===== src/rtl/led_ring_ctrl.sv =====
// One-hot LED ring rotator driven by two debounced push-buttons: one reverses
// the rotation direction, the other pauses and resumes it.
module led_ring_ctrl #(
  parameter int WIDTH      = 8,
  parameter int TICK_COUNT = 50000000,
  parameter int DEBOUNCE   = 1000000
) (
  input  logic             clk,
  input  logic             rst,
  input  logic             btn_dir,
  input  logic             btn_pause,
  output logic [WIDTH-1:0] led,
  output logic             dir,
  output logic             paused
);

  localparam int TW = $clog2(TICK_COUNT);
  localparam int DW = $clog2(DEBOUNCE + 1);
  localparam logic [TW-1:0] TICK_LAST = TW'(TICK_COUNT - 1);
  localparam logic [DW-1:0] DB_LAST   = DW'(DEBOUNCE - 1);

  // Bit 0 carries the direction button, bit 1 the pause button.
  logic [1:0]    btn_raw;
  logic [1:0]    sync1_q, sync2_q;
  logic [1:0]    stable_q, stable_d;
  logic [1:0]    hist_q;
  logic [1:0]    press;
  logic [DW-1:0] db_cnt_q [2];
  logic [DW-1:0] db_cnt_d [2];

  logic [WIDTH-1:0] led_q, led_d;
  logic [TW-1:0]    tick_q, tick_d;
  logic             dir_q, dir_d;
  logic             paused_q, paused_d;
  logic             step;

  assign btn_raw = {btn_pause, btn_dir};

  // Level is accepted only after DEBOUNCE consecutive edges disagree with it.
  always_comb begin
    stable_d = stable_q;
    for (int i = 0; i < 2; i++) begin
      db_cnt_d[i] = '0;
      if (sync2_q[i] != stable_q[i]) begin
        if (db_cnt_q[i] == DB_LAST) begin
          stable_d[i] = sync2_q[i];
        end else begin
          db_cnt_d[i] = db_cnt_q[i] + 1'b1;
        end
      end
    end
    press = stable_q & ~hist_q;
  end

  always_ff @(posedge clk or posedge rst) begin
    if (rst) begin
      sync1_q     <= '0;
      sync2_q     <= '0;
      stable_q    <= '0;
      hist_q      <= '0;
      db_cnt_q[0] <= '0;
      db_cnt_q[1] <= '0;
    end else begin
      sync1_q     <= btn_raw;
      sync2_q     <= sync1_q;
      stable_q    <= stable_d;
      hist_q      <= stable_q;
      db_cnt_q[0] <= db_cnt_d[0];
      db_cnt_q[1] <= db_cnt_d[1];
    end
  end

  // Steps and the rotation use the current dir/paused, so a press landing on
  // a step edge only takes effect from the following cycle.
  always_comb begin
    step   = 1'b0;
    tick_d = tick_q;
    if (!paused_q) begin
      if (tick_q == TICK_LAST) begin
        tick_d = '0;
        step   = 1'b1;
      end else begin
        tick_d = tick_q + 1'b1;
      end
    end

    led_d = led_q;
    if (step) begin
      if (dir_q) begin
        led_d = {led_q[0], led_q[WIDTH-1:1]};
      end else begin
        led_d = {led_q[WIDTH-2:0], led_q[WIDTH-1]};
      end
    end

    dir_d    = dir_q ^ press[0];
    paused_d = paused_q ^ press[1];
  end

  always_ff @(posedge clk or posedge rst) begin
    if (rst) begin
      led_q    <= WIDTH'(1);
      tick_q   <= '0;
      dir_q    <= 1'b0;
      paused_q <= 1'b0;
    end else begin
      led_q    <= led_d;
      tick_q   <= tick_d;
      dir_q    <= dir_d;
      paused_q <= paused_d;
    end
  end

  assign led    = led_q;
  assign dir    = dir_q;
  assign paused = paused_q;

endmodule


===== config.mk =====
export PLATFORM = sky130hd
export DESIGN_NAME = led_ring_ctrl
export DESIGN_NICKNAME = d
export VERILOG_FILES = /design/src/rtl/led_ring_ctrl.sv
export SDC_FILE = /design/constraint.sdc
export NUM_CORES = 1
export LEC_CHECK = 0
export BUFFER_PORTS_ARGS = -buffer_cell sky130_fd_sc_hd__buf_2
export CORE_ASPECT_RATIO = 0.8
export CORE_MARGIN = 2
export CORE_UTILIZATION = 40
export DETAILED_ROUTE_END_ITERATION = 10
export GPL_TIMING_DRIVEN = 0
export PLACE_DENSITY = 0.58
export SLEW_MARGIN = 30
export SYNTH_ARGS = -nofsm -noshare
export SYNTH_HDL_FRONTEND = slang
export SYNTH_SLANG_ARGS = --single-unit

===== constraint.sdc =====
create_clock -name clk -period 3.2 [get_ports clk]
set_clock_uncertainty 0.2 [all_clocks]
set_input_delay 0.48 -clock clk [delete_from_list [all_inputs] [get_ports clk]]
set_output_delay 0.48 -clock clk [all_outputs]
set_load 0.02 [all_outputs]

==> impl_metrics.json <==
{
  "ctsHtreeMaxLevel": 3,
  "hpwl_um": 5240,
  "num_antenna_cells": 0,
  "placed_cell_area_sq_um": 4370,
  "worst_pin_slew_ps": 510,
  "worst_setup_path_start_kind": "flop",
  "drive_above_1_share_pct": 14.6,
  "clkPwrFrac_pct": 45.2,
  "syn_area_sq_um": 4100,
  "yosys_register_bits": 84,
  "wirelength_um": 7640,
  "die_y_um": 94.5,
  "synth_area_leader_cell": "dfrtp_1",
  "pwr-share-seq_pct": 52.2,
  "n_fill_cell": 972,
  "area_delta_synth_final_pct": 13.4,
  "route.detailed.drc": 0,
  "relSlewSlack_pct": 65.7,
  "worst-r2r-cell-count": 7,
  "rr_startpoint": "tick_q[0]$_DFFE_PP0N_",
  "core_sq_um": 10100,
  "fin_setup_tns_ps": 0,
  "grt_pass1_wl_um": 13700,
  "crit_required_ps": 3220,
  "routedWlPerCell_um": 13.5,
  "finalSetupViolCount": 0,
  "fmax_mhz": 400,
  "ir_drop_mv": 0.253,
  "finalHoldViolations": 0,
  "rows": 33,
  "dieWidth_um": 117,
  "drv_cap": 0,
  "min_path_type": "in2reg",
  "synthDistinctLibCells": 39,
  "io_pins": 14,
  "gp_congestion": 0.799,
  "via_per_inst": 5.19,
  "power_leakage_nw": 1.98,
  "layout.nets": 427,
  "internal-power_mw": 1.63,
  "switchingPower_uw": 436,
  "grt_overflow": 0,
  "clockBufferDepth": 2,
  "fin_total_pwr_mw": 2.06,
  "yosys_warnings": 0,
  "finalWorstSetupSlack_ps": 699,
  "holdWs_ps": 47.4,
  "firstDrtPassIters": 4,
  "yosys-top-cells-area": "dfrtp_1 51%, xor2_1 6.2%, mux2_2 4.9%",
  "p_comb_share_pct": 2.5,
  "critPathMaxStageDelay_ps": 490,
  "synth_edf_count": 0,
  "numCtsBuffers": 9,
  "layout_min_cycle_time_ps": 2500,
  "rrSetupSlack_ps": 700,
  "grt_max_degree": 58,
  "clk_root_buffer_cell": "clkbuf_16",
  "portBuffers": 13,
  "r2r-end": "led[3]$_DFFE_PP0P_",
  "path_cells": "ha_1 -> nand2_1 -> or4_1 -> buf_2 -> nor3_4 -> buf_6 -> mux2_2",
  "crit_start": "tick_q[0]$_DFFE_PP0N_",
  "die-area_sq_um": 11100,
  "worstSetupPathType": "reg2reg",
  "drv_slew": 0,
  "status": "finished clean",
  "worstSetupEndpoint": "led[3]$_DFFE_PP0P_",
  "vias": 2935,
  "ant_nets": 0,
  "post-place-ws_ps": 681,
  "crit_path_max_fanout": 10,
  "switching_share_pct": 21.1,
  "power_density_nw_per_um2": 445,
  "synth_ff_type": "dfrtp_1",
  "seqCellArea_sq_um": 2100,
  "yosysSeqAreaShare_pct": 51.4,
  "track_usage_pct": 15.9,
  "synth_top_area_share_pct": 50.7,
  "synth.avg_cell_area_sq_um": 10.4,
  "clk_pin_slew_ps": 60,
  "grt_pass1_vias": 2847,
  "cts_tree": "yes",
  "cp_slowest_cell": "or4_1",
  "fin_area_sq_um": 4640,
  "drt_iter0_drc": 82,
  "cp-end-kind": "flop",
  "post_cts_resized": 0,
  "antenna_found_initial": 0,
  "worstSkewPairLatency_ps": 330,
  "synthCells": 394,
  "min_period_over_period_pct": 78.2,
  "start_util_pct": 40.5,
  "synthArstFlopShare_pct": 100,
  "multi_input_area_sq_um": 1860,
  "synth_nets": 401,
  "cp.arrival_ps": 2520,
  "clkSinkCount": 84,
  "rsz0062_at_grt": "false"
}
-- power by group through the flow --
stage,clock network (mW),registers [mW],logic (mW)
5_1_grt,1.02,1.08,0.0626
3_3_place_gp,0,1.10,0.0489
6_report,0.934,1.08,0.0524
2_1_floorplan,0,1.10,0.0348
4_1_cts,0.975,1.08,0.0551
3_5_place_dp,0,1.10,0.0544
-- cell families after synthesis --
kind of cell	synth area share, %
flip-flops	51.4
AO/OA/AOI/OAI	6.42
adder cells (fa/ha/maj)	0.917
AND/OR/NAND/NOR	23.6
multiplexers	5.19
buffers and inverters	3.12
XOR/XNOR	9.41
-- stage by stage --
step           std cells  utilization (%)
2_1_floorplan        394                -
3_3_place_gp         547             42.9
3_5_place_dp         548             43.2
4_1_cts              565             45.9
5_1_grt              565             45.9
6_report             565             45.9
-- cell type report --
type,count,share of cell area (%)
inverters,10,0.916
multi-input cells,282,40.2
repair buffers,15,2.21
plain buffers,18,1.94
clock inverters,3,0.323
flip-flops and latches,84,45.3
well taps,140,3.77
clock buffers,13,5.39
-- routing by layer --
layer  vias to the layer above  wire length, um  global-route usage (%)
li1                       1461                -                       -
met4                         0              102                    5.88
met3                         8              240                    4.43
met2                        34             3360                    23.3
met5                         -                0                       0
met1                      1432             3940                    22.5
-- critical path: cells and delay by family, from the launching register on --
kind          cells  cell delay [ps]
fa+ha+maj         1              220
buf+inv           2              390
flops             1              400
mux               1              340
simple gates      3              830
-- state kept, by name (all words and copies together) (netlist names) --
signal	count
stable_q	2
paused	1
db_cnt_q	40
led	8
sync1_q	2
dir	1
hist_q	2
sync2_q	2
tick_q	26
-- worst min-delay path by stage --
stage / start / end / slack [ps] / depth (start not counted)
final: btn_dir / sync1_q[0]$_DFF_PP0_ / 50 / 1
after global routing: btn_dir / sync1_q[0]$_DFF_PP0_ / 30 / 1
after CTS: btn_dir / sync1_q[0]$_DFF_PP0_ / 30 / 1
after detailed placement: sync1_q[0]$_DFF_PP0_ / sync2_q[0]$_DFF_PP0_ / 140 / 0
after global placement: sync1_q[0]$_DFF_PP0_ / sync2_q[0]$_DFF_PP0_ / 140 / 0
after floorplan: sync1_q[0]$_DFF_PP0_ / sync2_q[0]$_DFF_PP0_ / 130 / 0
-- synth_stat cells (5+ instances only) --
master / number
dfrtp_1: 83
nor2_1: 42
xor2_1: 29
nand2_1: 24
a21oi_1: 20
mux2_2: 18
nand3_1: 18
nand4_1: 18
xnor2_1: 15
or4_1: 14
clkbuf_1: 12
o31ai_1: 12
inv_1: 10
and3_1: 8
o21ai_0: 8
or3_1: 8
and4_1: 6
nor4_1: 5
-- cell usage in the layout, fill, tap and decap left out, types with 2 or more instances in the layout --
cell       instances
dfrtp_1           83
nor2_1            42
xor2_1            29
nand2_1           24
a21oi_1           20
nand4_1           18
nand3_1           18
mux2_2            18
buf_2             16
clkbuf_1          15
xnor2_1           15
or4_1             14
o31ai_1           12
inv_1              9
clkbuf_16          9
or3_1              8
and3_1             8
o21ai_0            8
and4_1             6
nor4_1             5
nor4b_1            4
nand2b_1           4
nor3_1             4
and2_1             4
or2_2              3
ha_1               3
clkinv_2           3
nand4b_1           2
nand3b_1           2
buf_6              2
o41ai_1            2
or4_4              2
-- repair_timing --
action,in CTS,in global routing
hold buffers,1,0
hold endpoints to repair,26,0
buffers inserted,0,0
No activity file was read; power rests on OpenSTA's default activity.
